--- src/rtl/sme_pkg.sv ---
// Shared encodings and capacities for the string-match engine feeder.
package sme_pkg;

  typedef enum logic [2:0] {
    S_IDLE,
    S_SEND_STR,
    S_SEND_PAT,
    S_WAIT,
    S_DONE
  } state_t;

  localparam int STR_CAP = 32;
  localparam int PAT_CAP = 10;

  localparam logic [7:0] CH_CARET  = 8'h5E;
  localparam logic [7:0] CH_DOLLAR = 8'h24;
  localparam logic [7:0] CH_DOT    = 8'h2E;
  localparam logic [7:0] CH_SPACE  = 8'h20;

endpackage

--- src/rtl/sme_feeder.sv ---
// Buffers a host-written string and pattern, streams them to a match engine
// and captures the engine result (or a timeout) for the host.
//
// state      | meaning
// S_IDLE     | host may write/clear buffers; waits for an accepted start
// S_SEND_STR | streams str[0..str_len-1] with isstring
// S_SEND_PAT | streams pat[0..pat_len-1] with ispattern
// S_WAIT     | waits for engine valid or the timeout
// S_DONE     | one-cycle done pulse, then back to idle
module sme_feeder
  import sme_pkg::*;
#(
  parameter int TIMEOUT = 255
) (
  input  logic       clk,
  input  logic       reset,
  input  logic       wr_en,
  input  logic       wr_sel,
  input  logic [7:0] wr_data,
  input  logic       clear,
  input  logic       start,
  input  logic       pat_only,
  output logic       busy,
  output logic [7:0] chardata,
  output logic       isstring,
  output logic       ispattern,
  input  logic       valid,
  input  logic       match,
  input  logic [4:0] match_index,
  output logic       done,
  output logic       res_match,
  output logic [4:0] res_index,
  output logic       res_timeout,
  output logic       ovf
);

  state_t     r_state, w_next;
  logic [7:0] r_str [STR_CAP];
  logic [7:0] r_pat [PAT_CAP];
  logic [5:0] r_str_len;
  logic [3:0] r_pat_len;
  logic [5:0] r_idx, w_idx_nxt;
  logic [7:0] r_cnt;
  logic [7:0] r_chardata, w_char_nxt;
  logic       r_isstring, r_ispattern, r_done;
  logic       r_res_match, r_res_timeout, r_ovf;
  logic [4:0] r_res_index;
  logic       w_idle, w_timeout, w_start_ok;
  logic       w_str_full, w_pat_full, w_str_wr, w_pat_wr;

  assign w_idle     = (r_state == S_IDLE);
  assign w_timeout  = (r_cnt == 8'(TIMEOUT - 1));
  assign w_str_full = (r_str_len == 6'(STR_CAP));
  assign w_pat_full = (r_pat_len == 4'(PAT_CAP));
  assign w_start_ok = w_idle && start && (r_pat_len != 4'd0) &&
                      (pat_only || (r_str_len != 6'd0));
  assign w_str_wr   = w_idle && !clear && wr_en && !wr_sel && !w_str_full;
  assign w_pat_wr   = w_idle && !clear && wr_en &&  wr_sel && !w_pat_full;

  always_comb begin
    w_next    = r_state;
    w_idx_nxt = r_idx;
    case (r_state)
      S_IDLE: begin
        if (w_start_ok) begin
          w_next    = pat_only ? S_SEND_PAT : S_SEND_STR;
          w_idx_nxt = '0;
        end
      end
      S_SEND_STR: begin
        if (r_idx == r_str_len - 6'd1) begin
          w_next    = S_SEND_PAT;
          w_idx_nxt = '0;
        end else begin
          w_idx_nxt = r_idx + 6'd1;
        end
      end
      S_SEND_PAT: begin
        if (r_idx[3:0] == r_pat_len - 4'd1) begin
          w_next    = S_WAIT;
          w_idx_nxt = '0;
        end else begin
          w_idx_nxt = r_idx + 6'd1;
        end
      end
      S_WAIT:  if (valid || w_timeout) w_next = S_DONE;
      S_DONE:  w_next = S_IDLE;
      default: w_next = S_IDLE;
    endcase
  end

  // Outputs are registered from the next state so each character lines up
  // with its phase strobe in the same cycle the state is entered.
  always_comb begin
    w_char_nxt = 8'h00;
    if (w_next == S_SEND_STR)      w_char_nxt = r_str[w_idx_nxt[4:0]];
    else if (w_next == S_SEND_PAT) w_char_nxt = r_pat[w_idx_nxt[3:0]];
  end

  always_ff @(posedge clk) begin
    if (w_str_wr) r_str[r_str_len[4:0]] <= wr_data;
    if (w_pat_wr) r_pat[r_pat_len]      <= wr_data;
  end

  always_ff @(posedge clk or negedge reset) begin
    if (!reset) begin
      r_state       <= S_IDLE;
      r_idx         <= '0;
      r_cnt         <= '0;
      r_chardata    <= '0;
      r_isstring    <= 1'b0;
      r_ispattern   <= 1'b0;
      r_done        <= 1'b0;
      r_res_match   <= 1'b0;
      r_res_index   <= '0;
      r_res_timeout <= 1'b0;
      r_ovf         <= 1'b0;
      r_str_len     <= '0;
      r_pat_len     <= '0;
    end else begin
      r_state     <= w_next;
      r_idx       <= w_idx_nxt;
      r_cnt       <= (r_state == S_WAIT) ? r_cnt + 8'd1 : 8'd0;
      r_chardata  <= w_char_nxt;
      r_isstring  <= (w_next == S_SEND_STR);
      r_ispattern <= (w_next == S_SEND_PAT);
      r_done      <= (w_next == S_DONE);
      if (r_state == S_WAIT) begin
        if (valid) begin
          r_res_match   <= match;
          r_res_index   <= match_index;
          r_res_timeout <= 1'b0;
        end else if (w_timeout) begin
          r_res_match   <= 1'b0;
          r_res_index   <= '0;
          r_res_timeout <= 1'b1;
        end
      end
      if (w_idle) begin
        if (clear) begin
          r_str_len <= '0;
          r_pat_len <= '0;
          r_ovf     <= 1'b0;
        end else if (wr_en) begin
          if (!wr_sel) begin
            if (w_str_full) r_ovf <= 1'b1;
            else            r_str_len <= r_str_len + 6'd1;
          end else begin
            if (w_pat_full) r_ovf <= 1'b1;
            else            r_pat_len <= r_pat_len + 4'd1;
          end
        end
      end
    end
  end

  assign busy        = !w_idle;
  assign chardata    = r_chardata;
  assign isstring    = r_isstring;
  assign ispattern   = r_ispattern;
  assign done        = r_done;
  assign res_match   = r_res_match;
  assign res_index   = r_res_index;
  assign res_timeout = r_res_timeout;
  assign ovf         = r_ovf;

endmodule

--- config.mk ---
export PLATFORM = sky130hd
export DESIGN_NAME = sme_feeder
export DESIGN_NICKNAME = d
export VERILOG_FILES = /design/src/rtl/sme_pkg.sv /design/src/rtl/sme_feeder.sv
export SDC_FILE = /design/constraint.sdc
export NUM_CORES = 1
export LEC_CHECK = 0
export ABC_CLOCK_PERIOD_IN_PS = 5900
export CAP_MARGIN = 15
export CORE_MARGIN = 3
export CORE_UTILIZATION = 45
export CTS_BUF_LIST = sky130_fd_sc_hd__clkbuf_2 sky130_fd_sc_hd__clkbuf_4 sky130_fd_sc_hd__clkbuf_8
export CTS_CLUSTER_SIZE = 30
export DETAILED_ROUTE_END_ITERATION = 10
export GPL_ROUTABILITY_DRIVEN = 0
export PLACE_DENSITY = 0.68
export SYNTH_ARGS = -nofsm -noshare
export SYNTH_HDL_FRONTEND = slang
export SYNTH_SLANG_ARGS = --single-unit
--- constraint.sdc ---
create_clock -name clk -period 5.9 [get_ports clk]
set_clock_uncertainty 0.05 [all_clocks]
set_input_delay 0.59 -clock clk [delete_from_list [all_inputs] [get_ports clk]]
set_output_delay 0.59 -clock clk [all_outputs]
set_load 0.02 [all_outputs]
* Yosys cells after proc, flatten, opt, wreduce, memory -nomap -nowiden *
Memory sizes are Yosys's and may differ from the RTL's.
Cells that the tools add are included.

storage, ports and cells
  bits in registers = 46
  RAM bits = 336
  bits of input ports = 22
  output and inout bits = 20
  memories = 2

cells by class
  add/sub/neg operators = 6
  eq/ne operators = 16
  muxes and demuxes = 36
  reduce and logical (&&, ||, !) cells = 29

memories
  memory  words  width  read ports  clocked after memory_dff  write ports  RTL line          text
  r_str   32     8      1           0                         1            sme_feeder.sv:38  logic [7:0] r_str [STR_CAP];
  r_pat   10     8      1           0                         1            sme_feeder.sv:39  logic [7:0] r_pat [PAT_CAP];

operators by type and width
  operator               count
  $mux W6                7
  $mux W8                3
  $pmux W6 S3            1
  $mux W4                4
  $mux W1                13
  $add A6 B1 Y6 const B  2
  $mux W3                4
  $pmux W3 S4            1
  $reduce_and A4 Y1      3
  $mux W5                2
  $eq A3 B2 Y1 const B   3
  $logic_and A1 B1 Y1    9
  $add A8 B1 Y8 const B  1
  $eq A8 B8 Y1 const B   1
  $eq A3 B1 Y1 const B   2
  $eq A6 B6 Y1           1
  $eq A6 B6 Y1 const B   1
  $reduce_bool A2 Y1     3
  $reduce_bool A3 Y1     2
  $reduce_bool A6 Y1     1
  $sub A6 B1 Y6 const B  1
  $logic_not A1 Y1       5
  $add A4 B1 Y4 const B  1
  $eq A4 B4 Y1           1
  other kinds (11)       15

* Longest topological paths before layout *
  depth after elaboration = 9
  mapped depth = 15
  mapped depth without buffers = 12

* Worst setup path before layout *
OpenSTA, ideal clock, no wires.

  path type = register -> register
  start = register r_str_len[0]
  end = register r_chardata[6], in the netlist chardata[6]
  data arrival time = 3297 ps
  setup slack = 2408 ps
  stages on the path, launching flop included = 16
  path buffers = 4
  clock period less this slack = 3492 ps
  cells stage by stage = dfrtp_1 -> clkbuf_1 -> inv_1 -> ha_1 -> nor2b_1 -> or3_1 -> a31o_1 -> o21a_1 -> or3_1 -> buf_2 -> buf_6 -> buf_6 -> a221oi_1 -> a2111oi_0 -> o41ai_1 -> o311ai_1

on the way
  word-level cells in the longest chain between the ends = 8

ends and longest elaborated chain
  element                                                                 RTL line           text
  start, declared                                                         sme_feeder.sv:40   logic [5:0] r_str_len;
  start signal, assigned                                                  sme_feeder.sv:147  else r_str_len <= r_str_len + 6'd1;
  parallel branches: the longest is 7 deep, another holds $mem_v2 Z32 W8  n/a
  $mux W8 (*)                                                             sme_feeder.sv:96   if (w_next == S_SEND_STR) w_char_nxt = r_str[w_idx_nxt[4:0]];
  via w_char_nxt[6]                                                       sme_feeder.sv:44   logic [7:0] r_chardata, w_char_nxt;
  end signal, assigned                                                    sme_feeder.sv:124  r_chardata <= w_char_nxt;
  end, declared                                                           sme_feeder.sv:44

Mark *: on every way through the listed nets, which the timed path passes. The select of a mux whose other input is x is not followed.
A chain may end at the register's enable or synchronous reset.

* Final worst setup path *
  start = register r_pat_len[0]
  end = register r_chardata[0], in the netlist chardata[0]

on the way
  word-level cells in the longest chain between the ends = 8

ends and longest elaborated chain
  element                                                                 RTL line           text
  start, declared                                                         sme_feeder.sv:41   logic [3:0] r_pat_len;
  start signal, assigned                                                  sme_feeder.sv:150  else r_pat_len <= r_pat_len + 4'd1;
  parallel branches: the longest is 7 deep, another holds $mem_v2 Z32 W8  n/a
  $mux W8 (*)                                                             sme_feeder.sv:96
  via w_char_nxt[0]                                                       sme_feeder.sv:44

Marks and branches as above.

==> impl_table.tex <==
\begin{tabular}{lr}
\hline
Metric & Value \\
\hline
\multicolumn{2}{l}{\textbf{STA}} \\
\quad Accumulated negative setup slack & 0 ns \\
\quad Worst slew slack as a fraction of its limit & 0.1615 \\
\quad Post-layout min period & approximately 5 ns \\
\quad Number of max-slew violations in the final report & 0 \\
\quad Hold\_ws & roughly 0.030 ns \\
\quad Final worst-path setup slack & slightly below 0.8 ns \\
\quad Final setup violation count & 0 \\
\quad Period utilization & 0.8685 \\
\quad Transition time of the tightest slew-check pin & 1.226 ns \\
\quad FMAX & between 150 and 200 MHz \\
\quad Number of endpoints with negative hold slack in the final report & 0 \\
\quad RSZ-0062 raised after global routing & false \\
\multicolumn{2}{l}{\textbf{Layout}} \\
\quad Synthesis-to-finish area growth & 13.10\% \\
\quad Final standard cell area without fillers & roughly 18000 sq um \\
\quad Utilization after layout & 0.5226 \\
\quad Final Net Count & 1141 \\
\quad Fraction of final layout cells with drive strength greater than 1 & 0.1305 \\
\quad Number of diodes added for antenna fixing & 0 \\
\multicolumn{2}{l}{\textbf{Synthesis}} \\
\quad Post-synth top flop & edfxtp\_1 \\
\quad Cell area after technology mapping & 16120 sq um \\
\quad Synthesis Warnings & 0 \\
\quad Syn Inst Count & 1053 \\
\quad Yosys reg bits & between 300 and 400 \\
\quad Post-synth EDFFs & about 340 \\
\quad Share of synthesized registers carrying an async set or reset & 0.1204 \\
\quad Portion of the post-synthesis area used by sequential elements & 0.6974 \\
\quad Avg Synthesized Cell Area & around 15 sq um \\
\quad Mapped Nets & $\sim$1100 \\
\quad Distinct cell type count of the synthesized netlist & between 50 and 60 \\
\multicolumn{2}{l}{\textbf{Critical path}} \\
\quad Library cell contributing the largest single delay on the critical path & o41ai\_1 \\
\quad CP Data Arrival Time & 5.52 ns \\
\quad Launching point of the worst reg2reg path & r\_pat\_len[0] \\
\quad Critical path launch point type & flip-flop \\
\quad Slowest stage delay, CP & $\sim$0.97 ns \\
\quad Chain of cells forming the critical path & inv\_1 > ha\_1 > xnor2\_1 > xnor2\_1 > nor3\_1 > nor4\_1 > or3\_4 > buf\_12 > buf\_4 > mux2i\_1 > a2111oi\_0 > o41ai\_1 > o311ai\_1 \\
\quad Required time of the critical path & around 6.3 ns \\
\quad CP startpoint & r\_pat\_len[0] \\
\quad Most frequent CP cell & xnor2\_1 \\
\quad Sort of element at the end of the critical path & flip-flop \\
\quad Maximum fanout count along the critical path & 59 \\
\quad Worst Path Class, Setup & flip-flop to flip-flop \\
\multicolumn{2}{l}{\textbf{GRT}} \\
\quad Sum of overflow across all layers after global routing & 0 \\
\quad Number of antenna violations at the first check in global routing & 0 \\
\quad Global-route wire length before repair & around 60000 microns \\
\quad Vias in the first global route & 9749 \\
\quad Pin count of the biggest net entering global routing & 75 \\
\quad Total routing usage reported by global routing & 0.1984 \\
\multicolumn{2}{l}{\textbf{Clock network}} \\
\quad Number of buffers inserted for hold repair after clock tree synthesis & 0 \\
\quad TritonCTS clock tree & yes \\
\quad Post-CTS Setup Repair Bufs & 0 \\
\quad H-tree lvl count & 2 \\
\quad Master cell of the clock root buffer & clkbuf\_8 \\
\quad TritonCTS Sinks & around 380 \\
\quad Bufs on Longest Clock Path & 3 \\
\quad Total clock buffers created by CTS & 58 \\
\quad Number of cells upsized or downsized after cts & 0 \\
\quad Clock input transition at the sequential cells of the worst setup and hold paths & $\sim$0.060 ns \\
\quad Clock network latency to the later pin of the worst-skew pair & between 0.6 and 0.7 ns \\
\multicolumn{2}{l}{\textbf{Power and ir drop}} \\
\quad Leakage dissipation & approximately 0.006 uW \\
\quad Power per Cell Area & between 400 and 500 nW/um\^{}2 \\
\quad Maximum VDD drop & between 300 and 400 uV \\
\multicolumn{2}{l}{\textbf{Hold path}} \\
\quad Worst Hold Class & input pin to asynchronous set/reset pin \\
\multicolumn{2}{l}{\textbf{Job}} \\
\quad Reported max-cap violation count & 0 \\
\multicolumn{2}{l}{\textbf{Floorplanning}} \\
\quad Die width & slightly below 200 microns \\
\quad Die area & roughly 38000 sq um \\
\quad Number of I/O pins & 42 \\
\quad Core footprint & between 30000 and 40000 sq um \\
\quad Site Rows & a little under 70 \\
\quad Chip Height & roughly 200 microns \\
\quad Initial Utilization & 0.4621 \\
\multicolumn{2}{l}{\textbf{Placed design}} \\
\quad Half-perimeter wire length of the detailed placement result & around 23000 microns \\
\quad Post-detailed-placement cell area & about 17000 sq um \\
\quad Buffers added on ports & 41 \\
\quad Setup slack after placement & approximately 0.8 ns \\
\multicolumn{2}{l}{\textbf{Drt}} \\
\quad Via total after detailed routing & 9623 \\
\quad Post-detailed-route wirelength per cell & about 24 microns \\
\quad Avg Vias per Cell & a little under 6 \\
\quad DRC viols & 0 \\
\quad Post-route antenna net violation count & 0 \\
\quad Count of routing violations after the opening detailed-route iteration & slightly below 1000 \\
\quad Iteration count of the initial detailed-routing pass & 8 \\
\quad Final routed wirelength across all metal layers & between 30000 and 40000 microns \\
\multicolumn{2}{l}{\textbf{Status}} \\
\quad Result of the run & finished clean \\
\hline
\end{tabular}
==> per-stage QoR <==
step	instances	power, uW
2_1_floorplan	1053	5705
3_3_place_gp	1501	6775
3_5_place_dp	1502	6809
4_1_cts	1611	9023
5_1_grt	1612	9444
6_report	1612	9020
==> worst paths after layout <==
path,to,slack (ns),depth (start not counted)
max in group asynchronous,r_idx[4],5.29,2
min,r_idx[1],0.03,2
min in group clk,res_index[1],0.46,1
max,chardata[0],0.78,13
max reg2reg,chardata[0],0.78,13
min reg2reg,res_index[1],0.46,1
==> flip-flops by register name (all words and copies together) (netlist names) <==
signal	cells
res_index	5
ispattern	1
done	1
isstring	1
r_idx	6
r_cnt	8
r_str	256
r_str_len	6
chardata	8
res_match	1
ovf	1
res_timeout	1
r_state	3
r_pat_len	4
r_pat	80
==> synthesized netlist by cell type (all sizes together) (2+ instances only) <==
cell type | n | area (sq um)
o22ai | 11 | 81.32
nand2 | 22 | 82.58
or4b | 2 | 20.02
clkbuf | 49 | 183.9
ha | 11 | 137.6
and2 | 75 | 469.2
xnor2 | 8 | 70.07
nor2b | 16 | 100.1
a31oi | 3 | 18.77
nand2b | 2 | 12.51
a211oi | 9 | 67.56
edfxtp | 336 | 10090
o311ai | 10 | 95.10
nor2 | 58 | 217.7
buf | 28 | 172.7
nand3 | 10 | 50.05
a221oi | 64 | 604.3
and3 | 9 | 56.30
o41ai | 16 | 140.1
or3 | 4 | 25.02
a2111oi | 64 | 560.5
mux2i | 112 | 1121
a22o | 6 | 52.55
nor3 | 7 | 35.03
inv | 16 | 60.06
a21oi | 9 | 48.80
a21boi | 2 | 15.02
nand4 | 3 | 18.77
o21ai | 8 | 40.04
or3b | 3 | 26.28
xor2 | 14 | 122.6
nand3b | 4 | 30.03
dfrtp | 46 | 1151
==> kinds of logic (layout without fill, tap and decap cells) <==
group | count (synthesis) | after routing | share of synthesized area
buf+inv | 93 | 197 | 0.02585
compound gates | 211 | 211 | 0.1123
simple gates | 221 | 221 | 0.07375
flops | 382 | 382 | 0.6974
mux | 113 | 113 | 0.07025
fa+ha+maj | 11 | 11 | 0.008539
xor+xnor | 22 | 22 | 0.01195
==> worst max-delay path: cells and delay by family, from the launching register on <==
kind,cells,cell delay (ns)
xor gates and xnor gates,2,0.34
buffers and inverters,3,0.74
and+or+nand+nor,3,1.52
DFF,1,0.47
muxes,1,0.20
AOI/OAI and AO/OA,3,1.36
adders and majority gates,1,0.27
==> layer usage <==
| layer | wire, microns | track usage | vias up |
|---|---|---|---|
| met3 | 2873 | 0.04589 | 75 |
| met2 | 17950 | 0.3105 | 394 |
| met4 | 1015 | 0.06575 | 0 |
| li1 | - | - | 4331 |
| met5 | 0 | 0 | - |
| met1 | 16500 | 0.2767 | 4823 |
==> placed cells by master (no fill, tap or decap), drive strengths merged, types with 9 or more instances in the layout <==
cell type	count
a21oi	9
inv	18
nor2b	16
buf	34
nor2	58
clkbuf	80
nand2	22
clkdlybuf4s50	38
edfxtp	336
a221oi	64
ha	11
nand3	10
and3	9
a211oi	9
xor2	14
o311ai	10
clkinv	24
o41ai	16
mux2i	112
and2	75
dfrtp	46
a2111oi	64
o22ai	11
==> where the power goes <==
part | leakage (uW) | internal, uW | switching (uW)
Sequential | 0.00363 | 3050 | 111
Combinational | 0.00182 | 1340 | 2290
Clock | 0.000643 | 1200 | 1020
Total | 0.00609 | 5600 | 3420
==> area by class of cell <==
class | instances | area (sq um)
clock buffer | 80 | 1007
clock inverter | 29 | 207.7
fill | 2876 | 16650
inverter | 16 | 60.06
multi-input combinational | 578 | 4476
sequential | 382 | 11240
tap | 455 | 569.3
timing repair buffer | 72 | 669.4
Power figures use the tool's default switching activity.
